===== config.mk =====
export PLATFORM = sky130hd
export DESIGN_NAME = uex_mutex_bank
export DESIGN_NICKNAME = d
export VERILOG_FILES = /design/src/rtl/uex_mutex_bank.sv
export SDC_FILE = /design/constraint.sdc
export NUM_CORES = 1
export LEC_CHECK = 0
export ABC_AREA = 1
export ABC_CLOCK_PERIOD_IN_PS = 7200
export BUFFER_PORTS_ARGS = -buffer_cell sky130_fd_sc_hd__buf_2
export CORE_UTILIZATION = 65
export DETAILED_ROUTE_END_ITERATION = 8
export PLACE_DENSITY = 0.88
export RECOVER_POWER = 100
export SLEW_MARGIN = 20
export SYNTH_ARGS = -nofsm -noshare
export SYNTH_HDL_FRONTEND = slang
export SYNTH_SLANG_ARGS = --single-unit

===== constraint.sdc =====
create_clock -name clock -period 7.2 [get_ports clock]
set_input_delay 0.36 -clock clock [delete_from_list [all_inputs] [get_ports clock]]
set_output_delay 0.36 -clock clock [all_outputs]
set_load 0.05 [all_outputs]

===== src/rtl/uex_mutex_bank.sv =====
// Bank of non-recursive hardware mutexes with blocking lock, try-lock and unlock.
// Blocked lockers queue per mutex; unlock hands ownership to the next waiter round-robin.
module uex_mutex_bank #(
  parameter int N_MUTEX   = 4,
  parameter int N_THREADS = 8,
  parameter int MID_W     = (N_MUTEX > 1) ? $clog2(N_MUTEX) : 1,
  parameter int TID_W     = (N_THREADS > 1) ? $clog2(N_THREADS) : 1
) (
  input  logic               clock,
  input  logic               reset,
  input  logic               req_valid,
  output logic               req_ready,
  input  logic [1:0]         req_op,
  input  logic [TID_W-1:0]   req_tid,
  input  logic [MID_W-1:0]   req_mid,
  output logic               rsp_valid,
  input  logic               rsp_ready,
  output logic [1:0]         rsp_op,
  output logic [TID_W-1:0]   rsp_tid,
  output logic [MID_W-1:0]   rsp_mid,
  output logic [1:0]         rsp_status,
  output logic [N_MUTEX-1:0] mutex_locked
);

  localparam logic [1:0] OP_LOCK   = 2'd0;
  localparam logic [1:0] OP_TRY    = 2'd1;
  localparam logic [1:0] OP_UNLOCK = 2'd2;
  localparam logic [1:0] ST_OK     = 2'd0;
  localparam logic [1:0] ST_BUSY   = 2'd1;
  localparam logic [1:0] ST_ERR    = 2'd2;

  typedef enum logic [1:0] {IDLE, RSP, GRANT} state_t;

  state_t             state_q, state_d;
  logic               rsp_valid_q, rsp_valid_d;
  logic [1:0]         rsp_op_q, rsp_op_d;
  logic [TID_W-1:0]   rsp_tid_q, rsp_tid_d;
  logic [MID_W-1:0]   rsp_mid_q, rsp_mid_d;
  logic [1:0]         rsp_status_q, rsp_status_d;
  logic               gnt_pend_q, gnt_pend_d;
  logic [TID_W-1:0]   gnt_tid_q, gnt_tid_d;
  logic [MID_W-1:0]   gnt_mid_q, gnt_mid_d;

  logic               locked_q [N_MUTEX];
  logic               locked_d [N_MUTEX];
  logic [TID_W-1:0]   owner_q  [N_MUTEX];
  logic [TID_W-1:0]   owner_d  [N_MUTEX];
  logic [N_THREADS-1:0] wait_q [N_MUTEX];
  logic [N_THREADS-1:0] wait_d [N_MUTEX];
  logic [TID_W-1:0]   rr_q     [N_MUTEX];
  logic [TID_W-1:0]   rr_d     [N_MUTEX];

  // First set bit strictly after 'last', wrapping; 'last' itself is tried last.
  function automatic logic [TID_W-1:0] rr_pick(input logic [N_THREADS-1:0] w,
                                                input logic [TID_W-1:0]     last);
    logic [TID_W-1:0] r;
    logic [TID_W-1:0] ix;
    logic             found;
    int               idx;
    r     = last;
    found = 1'b0;
    for (int i = 1; i <= N_THREADS; i++) begin
      idx = int'(last) + i;
      if (idx >= N_THREADS) idx = idx - N_THREADS;
      ix = TID_W'(idx);
      if (!found && w[ix]) begin
        r     = ix;
        found = 1'b1;
      end
    end
    return r;
  endfunction

  logic             cur_locked;
  logic [TID_W-1:0] cur_owner;
  logic [N_THREADS-1:0] cur_wait;
  logic [TID_W-1:0] nxt_tid;
  logic             respond;
  logic [1:0]       status;

  always_comb begin
    state_d      = state_q;
    rsp_valid_d  = rsp_valid_q;
    rsp_op_d     = rsp_op_q;
    rsp_tid_d    = rsp_tid_q;
    rsp_mid_d    = rsp_mid_q;
    rsp_status_d = rsp_status_q;
    gnt_pend_d   = gnt_pend_q;
    gnt_tid_d    = gnt_tid_q;
    gnt_mid_d    = gnt_mid_q;
    locked_d     = locked_q;
    owner_d      = owner_q;
    wait_d       = wait_q;
    rr_d         = rr_q;
    cur_locked   = locked_q[req_mid];
    cur_owner    = owner_q[req_mid];
    cur_wait     = wait_q[req_mid];
    nxt_tid      = rr_pick(cur_wait, rr_q[req_mid]);
    respond      = 1'b1;
    status       = ST_ERR;

    case (state_q)
      IDLE: begin
        if (req_valid) begin
          case (req_op)
            OP_LOCK: begin
              if (!cur_locked) begin
                locked_d[req_mid] = 1'b1;
                owner_d[req_mid]  = req_tid;
                status            = ST_OK;
              end else if (cur_owner == req_tid || cur_wait[req_tid]) begin
                status = ST_ERR;
              end else begin
                wait_d[req_mid][req_tid] = 1'b1;
                respond                  = 1'b0;
              end
            end
            OP_TRY: begin
              if (!cur_locked) begin
                locked_d[req_mid] = 1'b1;
                owner_d[req_mid]  = req_tid;
                status            = ST_OK;
              end else begin
                status = ST_BUSY;
              end
            end
            OP_UNLOCK: begin
              if (cur_locked && cur_owner == req_tid) begin
                status = ST_OK;
                if (cur_wait != '0) begin
                  // Ownership moves now; the waiter hears about it after the unlocker.
                  owner_d[req_mid]         = nxt_tid;
                  wait_d[req_mid][nxt_tid] = 1'b0;
                  rr_d[req_mid]            = nxt_tid;
                  gnt_pend_d               = 1'b1;
                  gnt_tid_d                = nxt_tid;
                  gnt_mid_d                = req_mid;
                end else begin
                  locked_d[req_mid] = 1'b0;
                end
              end
            end
            default: status = ST_ERR;
          endcase
          if (respond) begin
            rsp_valid_d  = 1'b1;
            rsp_op_d     = req_op;
            rsp_tid_d    = req_tid;
            rsp_mid_d    = req_mid;
            rsp_status_d = status;
            state_d      = RSP;
          end
        end
      end
      RSP: begin
        if (rsp_ready) begin
          if (gnt_pend_q) begin
            rsp_op_d     = OP_LOCK;
            rsp_tid_d    = gnt_tid_q;
            rsp_mid_d    = gnt_mid_q;
            rsp_status_d = ST_OK;
            gnt_pend_d   = 1'b0;
            state_d      = GRANT;
          end else begin
            rsp_valid_d = 1'b0;
            state_d     = IDLE;
          end
        end
      end
      GRANT: begin
        if (rsp_ready) begin
          rsp_valid_d = 1'b0;
          state_d     = IDLE;
        end
      end
      default: state_d = IDLE;
    endcase
  end

  always_ff @(posedge clock) begin
    if (reset) begin
      state_q      <= IDLE;
      rsp_valid_q  <= 1'b0;
      rsp_op_q     <= '0;
      rsp_tid_q    <= '0;
      rsp_mid_q    <= '0;
      rsp_status_q <= '0;
      gnt_pend_q   <= 1'b0;
      gnt_tid_q    <= '0;
      gnt_mid_q    <= '0;
    end else begin
      state_q      <= state_d;
      rsp_valid_q  <= rsp_valid_d;
      rsp_op_q     <= rsp_op_d;
      rsp_tid_q    <= rsp_tid_d;
      rsp_mid_q    <= rsp_mid_d;
      rsp_status_q <= rsp_status_d;
      gnt_pend_q   <= gnt_pend_d;
      gnt_tid_q    <= gnt_tid_d;
      gnt_mid_q    <= gnt_mid_d;
    end
  end

  for (genvar gi = 0; gi < N_MUTEX; gi++) begin : g_mutex
    always_ff @(posedge clock) begin
      if (reset) begin
        locked_q[gi] <= 1'b0;
        owner_q[gi]  <= '0;
        wait_q[gi]   <= '0;
        rr_q[gi]     <= TID_W'(N_THREADS - 1);
      end else begin
        locked_q[gi] <= locked_d[gi];
        owner_q[gi]  <= owner_d[gi];
        wait_q[gi]   <= wait_d[gi];
        rr_q[gi]     <= rr_d[gi];
      end
    end
    assign mutex_locked[gi] = locked_q[gi];
  end

  assign req_ready  = (state_q == IDLE) && !reset;
  assign rsp_valid  = rsp_valid_q;
  assign rsp_op     = rsp_op_q;
  assign rsp_tid    = rsp_tid_q;
  assign rsp_mid    = rsp_mid_q;
  assign rsp_status = rsp_status_q;

endmodule


-- Word-level counts from Yosys, hierarchy flattened
Index checks and enable logic that the tools add are counted.
- register bits after elaboration: 78
- word-level logic and storage cells: 252
- output and inout port bits: 15
- reductions and logical operators: 37
- bitwise gates (word level): 7
- mux-type cells: 125
- $lt $le $gt $ge: 22
- add/sub/neg operators: 16
- equal/unequal tests: 20
- operators by type and width (operator ; number):
    2-to-1 mux 32 bit ; 4
    2-to-1 mux 3 bit ; 25
    case mux 32 bit (2 select lines) ; 1
    less-than comparator 3 x 4 -> 1 bit (second input constant) ; 10
    bitwise mux 12 bit ; 3
    2-to-1 mux 1 bit ; 36
    2-to-1 mux 12 bit ; 3
    2-to-1 mux 2 bit ; 17
    bitwise AND 32 bit ; 1
    demux 8 bit (select 2 bit) ; 2
    2-to-1 mux 8 bit ; 4
    NOT 32 bit ; 1
    bitwise OR 32 bit ; 1
    greater-or-equal comparator 4 bit (second input constant) ; 7
    binary-select mux 1 bit (select 3 bit) ; 9
    inequality test 2 bit (second input constant) ; 13
    case mux 12 bit (2 select lines) ; 1
    AND reduction 6 bit ; 4
    subtractor 3 x 1 -> 3 bit (second input constant) ; 8
    adder 3 x 3 -> 4 bit (second input constant) ; 4
    binary-select mux 8 bit (select 2 bit) ; 1
    binary-select mux 3 bit (select 2 bit) ; 2
    logical AND 1 bit ; 12
    2-to-1 mux 4 bit ; 3
    35 further kinds ; 55

-- Longest topological paths before layout
Gate-level depths: netlist of run 1.
- depth after elaboration: 42
- gate-level depth with buffers: 27
- mapped depth without buffers: 25

-- Worst setup path before layout of run 1
No wires, ideal clock.
- kind: in2reg
- start: input req_mid[0]
- end: register wait_q[15] in the netlist's numbering
- required time: 7.091 ns
- path buffers: 4
- slack: 4.224 ns
- arrival: 2.867 ns
- cell stages on the path: 25
- path through: buf_6 > nor2_4 > buf_6 > nand2_1 > nand2_1 > nor2_8 > ha_1 > buf_2 > inv_1 > nand3_1 > nand3_2 > nand2_4 > nor2_4 > nand2_1 > nor2_1 > nand4_2 > nand2_1 > inv_1 > nand2_1 > nand2_2 > inv_4 > buf_6 > nand4_1 > nand2_1 > inv_1
- word-level cells in the longest chain between the ends: 42
- ends and longest elaborated chain (what ; line ; RTL):
    from (decl) ; 15 ; input logic [MID_W-1:0] req_mid,
    NOT 2 -> 3 bit (implied by the code) * ; n/a ;
    binary-select mux 3 bit (select 2 bit) ; 98 ; nxt_tid = rr_pick(cur_wait, rr_q[req_mid]);
    2-to-1 mux 3 bit (implied by the code) (2 in a row) ; 98 ;
    adder 3 x 1 -> 4 bit ; 63 ; idx = int'(last) + i;
    greater-or-equal comparator 4 bit / subtractor 3 x 1 -> 3 bit (equally long branches) ; 64 ; if (idx >= N_THREADS) idx = idx - N_THREADS;
    2-to-1 mux 3 bit ; 64 ;
    binary-select mux 1 bit (select 3 bit) ; 66 ; if (!found && w[ix]) begin
    2-to-1 mux 1 bit (implied by the code) ; 66 ;
    (+25 left out) ; n/a ;
    demux 1 bit (select 3 bit) ; 133 ; wait_d[req_mid][nxt_tid] = 1'b0;
    2-to-1 mux 8 bit (implied by the code) ; 133 ;
    demux 8 bit (select 2 bit) ; 133 ;
    NOT 32 bit (no line) ; n/a ;
    bitwise AND 32 bit (no line) ; n/a ;
    2-to-1 mux 32 bit ; 130 ; if (cur_wait != '0) begin
    2-to-1 mux 32 bit ; 128 ; if (cur_locked && cur_owner == req_tid) begin
    case mux 32 bit (2 select lines) ; 105 ; case (req_op)
    to (signal, indexed assignment) ; 214 ; wait_q[gi] <= wait_d[gi];
    to (decl) ; 48 ; logic [N_THREADS-1:0] wait_q [N_MUTEX];
Mark *: on every way between the ends. The rest lies on a longest branch, timed or not. The select of a mux whose other input is x is not followed.
A chain may end at the register's enable or synchronous reset.

-- Worst setup path in the final report of run 1
- start: input req_mid[0]
- end: register wait_q[25] in the netlist's numbering
The elaborated chain is that of the path after synthesis.

==> results.txt, run 1 <==
- The first global-routing pass estimated 24.58 mm of wire.
* Post-Synthesis Cells: 858
* Antenna-violating nets left: 0
- Share of the synthesized netlist area taken by xor and xnor gates: 0.5074%
- Number of enable flip-flop cells after synthesis: 0
* Post-synthesis compound-gate area fraction: 14.01%
* Adder-cell share of the synthesized area: 1.450%
- TritonCTS Buffers: 9
- In this run, post-CTS repair resized a total of 0 instances.
* Synth Area in Simple Gates: 40.30%
- The number of antenna diodes in the final layout is 0.
* Tightest Pin Transition: 1378 ps
- Hold buffers post-CTS: 0
- For this design the static power due to leakage is 2.484 nW.
- The first detailed-routing pass took 8 iterations.
- By area, the combinational part of the netlist is dominated by simple AND/OR/NAND/NOR gates.
* Area used by sequential logic in the layout: 0.001562 mm2
- For the final routed database, the setup TNS stands at 0 ps.
- Yosys printed 0 warnings.
- Average routed wire per standard cell: 15.53 um
- Effective utilization at floorplan: 67.02%
- Multiplexer share of the synthesized area: 0%
* Part of the Yosys area used for sequential elements: 30.15%
- Max Cap Viol: 0
- Clock Path Buffers: 2
- The most used flip-flop cell after synthesis is dfxtp_1.
* Worst clock skew: 19.51 ps
* Final Max Slew Viols: 0
* Area of combinational cells with multiple inputs: 0.002882 mm2
- Of all cell types, the one taking the most synthesized area is dfxtp_1.
- Number of global-route vias before repair: 5308
- The finished layout holds 967 standard cells, fillers aside.
- For this design, the sink count on the clock tree is 78.
* Clock latency on the worst-skew pair: 370 ps
- Dividing the final minimum period by the clock period gives 76.20%.
* RSZ-0062 raised after global routing: no
- Mean cell area of the mapped netlist: 6.036 um2
- Across all layers, the routed design uses 5742 vias.
- The final hold violation count was 0.
- Sorting the synthesized cells by area gives the leading types as dfxtp_1, nand2_1, inv_1.
- Compared with the post-synthesis result, the final layout area differs by 3.552%.
- Cells with a size suffix above 1 make up 5.665% of the layout.
- Global router's overall resource usage: 37.17%
* Busiest layer in global routing: met2
- Final wirelength: 15.02 mm
- GR Layer Usage met2: 59.09%
- Final setup fails: 0
- In this run, the number of DRC markers left after iteration 0 of detailed routing was 660.
- The floorplan step defined a die boundary enclosing 0.008328 mm2.
- Data on the critical path is required at its endpoint by 7450 ps.
* HPWL after detailed placement: 10.62 mm
- The die is 91.26 um wide.
- Count of port buffers added during placement: 25
- Critical Path Fanout Max: 25
- Most frequent cells in the layout: nand2_1, inv_1, dfxtp_1
- The H-tree was split into 3 levels.
* Type of the setup path with the least slack: in2reg
* Global-route track usage on met1: 46.99%
* Buffer cell driving the clock tree root: clkbuf_8
* Kind of start point of the critical path: input pin
- The worst setup path is captured at a flop.
- Met3 track demand over resource: 7.621%
- Entering global routing, the biggest net connects 53 pins.
* Pwr per Cell Area: 253.4 mW/mm2
* Internal reg-to-reg setup slack: 3260 ps
- 26 I/O pins were placed.
* Distinct cell type count of the synthesized netlist: 40
- Most common library cell in the layout ignoring fill and taps: nand2_1
- From bottom edge to top edge, the die measures 91.26 um.
* Nets@finish: 877
- Across the VDD grid, the largest voltage drop is 0.1431 mV.
- Derived from the worst setup path, the maximum achievable clock frequency is 182.3 MHz.
- The number of placed instances, taps included, is 951.
- Minimum clock period after layout: 5487 ps
* Ys async rst share: 0%
- Summing every instance area after synthesis gives 0.005179 mm2.
- Number of inserted filler cells in the final layout: 692
* Post-CTS setup repair buffer count: 0
* DRC: 0
- Data arrives at the worst endpoint at 5740 ps.
- Row count: 32
- Routed vias/inst: 5.938
- Run status: completed
* Worst slew slack as a fraction of its limit: 8.121%
- Residual overflow from global routing: 0
- The number of nets handed over by synthesis was 875.
* Initial antenna violation count: 0
- The synthesized design contains 78 register bits.
- Clock tree from TritonCTS: yes
* Clock-pin slew of the registers on the worst-case setup and hold paths: 100 ps
* Worst Hold Class: in2reg
- The core region is 0.007727 mm2.
- Routability-driven placement finished with a final weighted congestion of 0.9624.
- Summed over its instances, the top area cell type makes up 30.15% of the synthesized netlist area.
## metrics by stage
| step | util, % | power [W] | area, um2 | hold slack [ps] | worst slack, ps |
|---|---|---|---|---|---|
| after CTS | 70.08 | 0.001355 | 5415 | 310.6 | 3094 |
| final | 69.40 | 0.001359 | 5363 | 319.5 | 1713 |
| after detailed placement | 67.50 | 0.001019 | 5216 | 456.7 | 2728 |
| after global placement | 67.50 | 0.001007 | 5216 | 441.8 | 2828 |
| after global routing | 69.40 | 0.001422 | 5363 | 332.8 | 1414 |
| after floorplan | - | 0.0009247 | 5179 | 429.2 | 4224 |
## flip-flops by register name, summed over array words and instances, names as in the netlist, named ones only
signal / cells
wait_q: 32
owner_q: 12
rr_q: 12
gnt_tid_q: 3
rsp_tid: 3
gnt_mid_q: 2
rsp_mid: 2
rsp_op: 2
rsp_status: 2
state_q: 2
gnt_pend_q: 1
rsp_valid: 1
## cell usage after synthesis (4+ instances only)
cell	count
nand2_1	277
inv_1	116
dfxtp_1	78
a21oi_1	69
nor2_1	69
nand3_1	58
o21ai_0	42
nand4_1	29
clkbuf_1	13
nor3_1	12
buf_6	8
inv_2	8
buf_2	7
ha_1	6
nor2_4	6
buf_4	5
o21ai_1	5
o22ai_1	5
a22oi_1	4
nand2_2	4
nor4_1	4
## worst max-delay path, cell delays in order
cell,delay (ps)
clkbuf_1,980
inv_4,300
nor2_1,730
nand2_1,110
nand2_1,150
nor2_4,70
ha_1,390
inv_1,180
nand3_1,130
nand3_1,120
nand2_1,160
nor2_4,200
nand4_1,90
nor2_1,300
inv_1,100
nand3_1,110
nand3_1,200
nand2_1,630
nand4_1,240
nand2_1,120
inv_1,40
## worst paths after layout
path / startpoint / endpoint / depth (start not counted)
setup / recovery: req_mid[0] / wait_q[25] / 21
hold / removal: req_op[1] / rsp_op[1] / 3
setup reg to reg: rr_q[6] / wait_q[25] / 18
hold reg to reg: rsp_op[0] / rsp_op[0] / 2
## routing by layer
metal / vias up / part of all wire, %
met5: - / 0
met1: 2556 / 40
li1: 2737 / -
met4: 0 / 3.7
met3: 60 / 11
met2: 389 / 45
## final cells by class
cell class,instances,area share [%]
flip-flops and latches,78,29.12
well taps,102,2.380
repair buffers,25,1.960
inverters,128,9.099
multi-input cells,618,53.73
clock buffers,11,2.636
clock inverters,5,1.073
## where the power goes
part           switching [W]  internal (W)
sequential         0.0000155      0.000461
combinational       0.000425      0.000115
clock               0.000173      0.000171
## logic make-up (layout without fill, tap and decap cells)
group,Yosys count,after routing
and+or+nand+nor,473,473
buffers and inverters,162,169
AOI/OAI and AO/OA,136,136
DFF,78,78
adders and majority gates,6,6
xor gates and xnor gates,3,3
Note: power is estimated with default switching activity, not from simulation.
==> run 2: changes to the inputs <==
- ABC_AREA: 1 -> 0
- ABC_CLOCK_PERIOD_IN_PS: 7200 -> 4900
- CORE_UTILIZATION: 65 -> 56
- PLACE_DENSITY: 0.88 -> 0.81
- clock period: 7.2 -> 4.9 ns (I/O delays scaled with it)
==> results.txt, run 2 <==
- Peak per-stage delay on the critical path: 710 ps
* Number of global-route vias before repair: 4144
- For this configuration, the core starts out at a cell density of 58.24%.
- Final setup fails: 0
- The count of nets left with antenna violations once routing finished came out at 0.
- The library cells used most frequently in the layout, excluding fill and tap cells, are dfxtp_1, a21oi_1, nor2_1.
* Critical Path Fanout Max: 17
* Ys Warns: 0
- In the routed layout, each cell is associated on average with a via count of 6.862.
* Element type at the critical path end: flop
* Worst Hold Class: in2reg
- dfxtp_1 takes more of the synthesized area than any other cell.
- OpenSTA, run right after detailed placement, puts the worst setup slack at 730.2 ps.
- Router iterations before antenna repair: 8
* Post-route clock period utilization: 89.42%
- Input and output buffers added on the ports amount to 25.
* Number of cells on the worst reg-to-reg path: 10
- DRC: 0
- Final hold vios: 0
* Registers with the most flip-flops: wait_q x32, owner_q x12, rr_q x12
* Kind of start point of the critical path: input pin
- Hold buffers post-CTS: 0
* Number of top-level pins: 26
* Total number of vias: 4467
* Global placer's final weighted congestion: 0.9876
- Top cells by area, synth: dfxtp_1, mux4_2, a21oi_1
* Yosys reg bits: 78
* Worst hold path stage count: 4
- FMAX: 228.2 MHz
* Most common library cell in the layout ignoring fill and taps: dfxtp_1
- In this run the tightest slew margin relative to its limit is -10.30%.
- Final Max Slew Viols: 10
- Clock-pin slew was measured on the worst setup and hold paths at 90 ps.
- The worst path needs 4382 ps of the cycle, external delays included.
- The H-tree was split into 3 levels.
* Nets@finish: 558
- Total die area: 0.009007 mm2
- Data on the critical path is required at its endpoint by 5100 ps.
- At the pin with the least slew margin, the transition time is 1637 ps.
- Synthesized net count: 545
* Row count: 33
- The signal on the critical path passes through buf_2 > clkbuf_1 > mux4_2 > mux4_2 > mux2_2 > nand2b_1 > a211oi_1 > xnor2_2 > nor2_1 > a31oi_1.
* Type of the setup path with the least slack: in2reg
- The checks that failed: capacitance limit, slew limit.
* Share of the synthesized area in the top cell type: 32.31%
- Mean cell area of the mapped netlist: 9.154 um2
* Part of the Yosys area used for sequential elements: 32.31%
- TritonCTS built the clock tree.
* Height of the chip: 94.91 um
- Post-Synthesis Cells: 528
- The repair_antennas step left the layout with diodes totalling 0.
- The most numerous cell type found on the critical path is mux4_2.
- Counting along the longest clock path gives a buffer depth of 2.
- The layout has 693 filler cells.
* Master of the slowest instance on the critical path: mux4_2
- The initial antenna violation count came to 0.
* Number of enable flip-flop cells after synthesis: 0
* Register bank with the most flops: wait_q
* TritonCTS Buffers: 9
- Buffers added to address setup during post-CTS repair amount to 0.
- Summing every instance area after synthesis gives 0.004833 mm2.
- The flow ran to the end, but the final reports show violations.
- Measured along the x axis, the die boundary spans 94.91 um.
- Min setup slack post-route: 518.3 ps
- Entering global routing, the biggest net connects 65 pins.
- Clock latency on the worst-skew pair: 360 ps
* Distinct cell type count of the synthesized netlist: 61
- Total core area: 0.008299 mm2
* RSZ-0062 raised after global routing: no
* Average routed wire per standard cell: 20.28 um
* Worst clock skew: 11.73 ps
- Power spread over the standard cell area amounts to 263.0 mW/mm2.
* Fraction of layout cells with a size suffix above 1: 21.43%
- Buffer cell driving the clock tree root: clkbuf_8
* Residual overflow from global routing: 0
* Total negative setup slack: 0 ps
- Area overhead of the layout relative to synthesis: 6.964%
- Summed over all layers, the routed wires come to 13.20 mm.
* Quantity of gates resized following cts: 0
- Number of clock sinks: 78
- Hold is met by 250.2 ps.
- Max reg flops: 32
- Global routing used 31.03% of the available tracks across all layers.
- Summed over all cells, the static leakage comes to 1.934 nW.
- WP data arrival: 4580 ps
* Global-route wire length before repair: 21.38 mm
- After synthesis, the share of flip-flops with an asynchronous set or reset is 0%.
- The commonest cells after synthesis are dfxtp_1, a21oi_1, nor2_1.
- Detailed placement ended at an HPWL of 9.031 mm.
- Among all flip-flop cells after synthesis, the most frequent one is dfxtp_1.
- Max IR drop VDD: 0.1870 mV
- By instance count, the leading cell after synthesis is dfxtp_1.
* 1st-iter DRT viols: 469
* Max Cap Viol: 1
run 2: cell types whose count changed in the layout (fill, tap and decap cells not counted), sizes merged, moves of 26 or more:
| cell | change |
|---|---|
| a31oi | +37 |
| nor2 | -33 |
| or2 | +32 |
| nand2 | -261 |
| inv | -117 |
| o21ai | -26 |
| nand4 | -29 |
| nand3 | -48 |
run 2: where the power goes:
part	switching, W	leakage [nW]	internal, W
Clock	0.000252	0.107	0.000291
Sequential	0.00000794	0.631	0.000646
Combinational	0.000114	1.20	0.0000484
run 2: logic make-up (layout without fill, tap and decap cells):
family | count (synthesis) | in the layout | synth area share [%]
xor+xnor | 10 | 10 | 2.123
simple gates | 163 | 163 | 17.78
fa+ha+maj | 6 | 6 | 1.553
compound gates | 164 | 164 | 21.80
flops | 78 | 78 | 32.31
mux | 64 | 64 | 20.19
buf+inv | 43 | 61 | 4.245
run 2: per-stage QoR:
stage	power, W	cells	area [um2]	util (%)
after floorplan	0.0007935	528	4833	-
after global placement	0.0008274	635	4997	60.21
after detailed placement	0.0008316	635	4997	60.21
after CTS	0.001363	651	5219	62.88
after global routing	0.001403	651	5170	62.29
final	0.001360	651	5170	62.29
run 2: worst paths after layout:
check / end / slack [ps] / from
worst max-delay path: wait_q[20] / 520 / req_mid[0]
worst min-delay path: gnt_pend_q / 250 / rsp_ready
worst max register to register: wait_q[20] / 850 / rr_q[0]
worst min register to register: rr_q[5] / 470 / rr_q[5]
run 2: area by class of cell:
| class | instances | area [um2] | share of cell area (%) |
|---|---|---|---|
| clock buffer | 10 | 127.6 | 2.469 |
| clock inverter | 6 | 93.84 | 1.815 |
| inverter | 10 | 37.54 | 0.7260 |
| multi-input combinational | 407 | 3040 | 58.81 |
| sequential | 78 | 1562 | 30.20 |
| tap | 105 | 131.4 | 2.541 |
| timing repair buffer | 35 | 177.7 | 3.437 |
run 2: layer usage:
metal / GRT usage (%) / up-vias / share of wire (%)
li1: - / 2024 / -
met1: 43.41 / 2122 / 41
met2: 47.30 / 273 / 47
met3: 5.314 / 48 / 9.1
met4: 12.75 / 0 / 2.8
met5: 0 / - / 0
run 2: worst max-delay path, delay by kind of cell:
| kind | cells | cell delay, ps |
|---|---|---|
| AND/OR/NAND/NOR | 2 | 650 |
| XOR/XNOR | 1 | 310 |
| buffers and inverters | 2 | 1000 |
| AO/OA/AOI/OAI | 2 | 760 |
| multiplexers | 3 | 1590 |
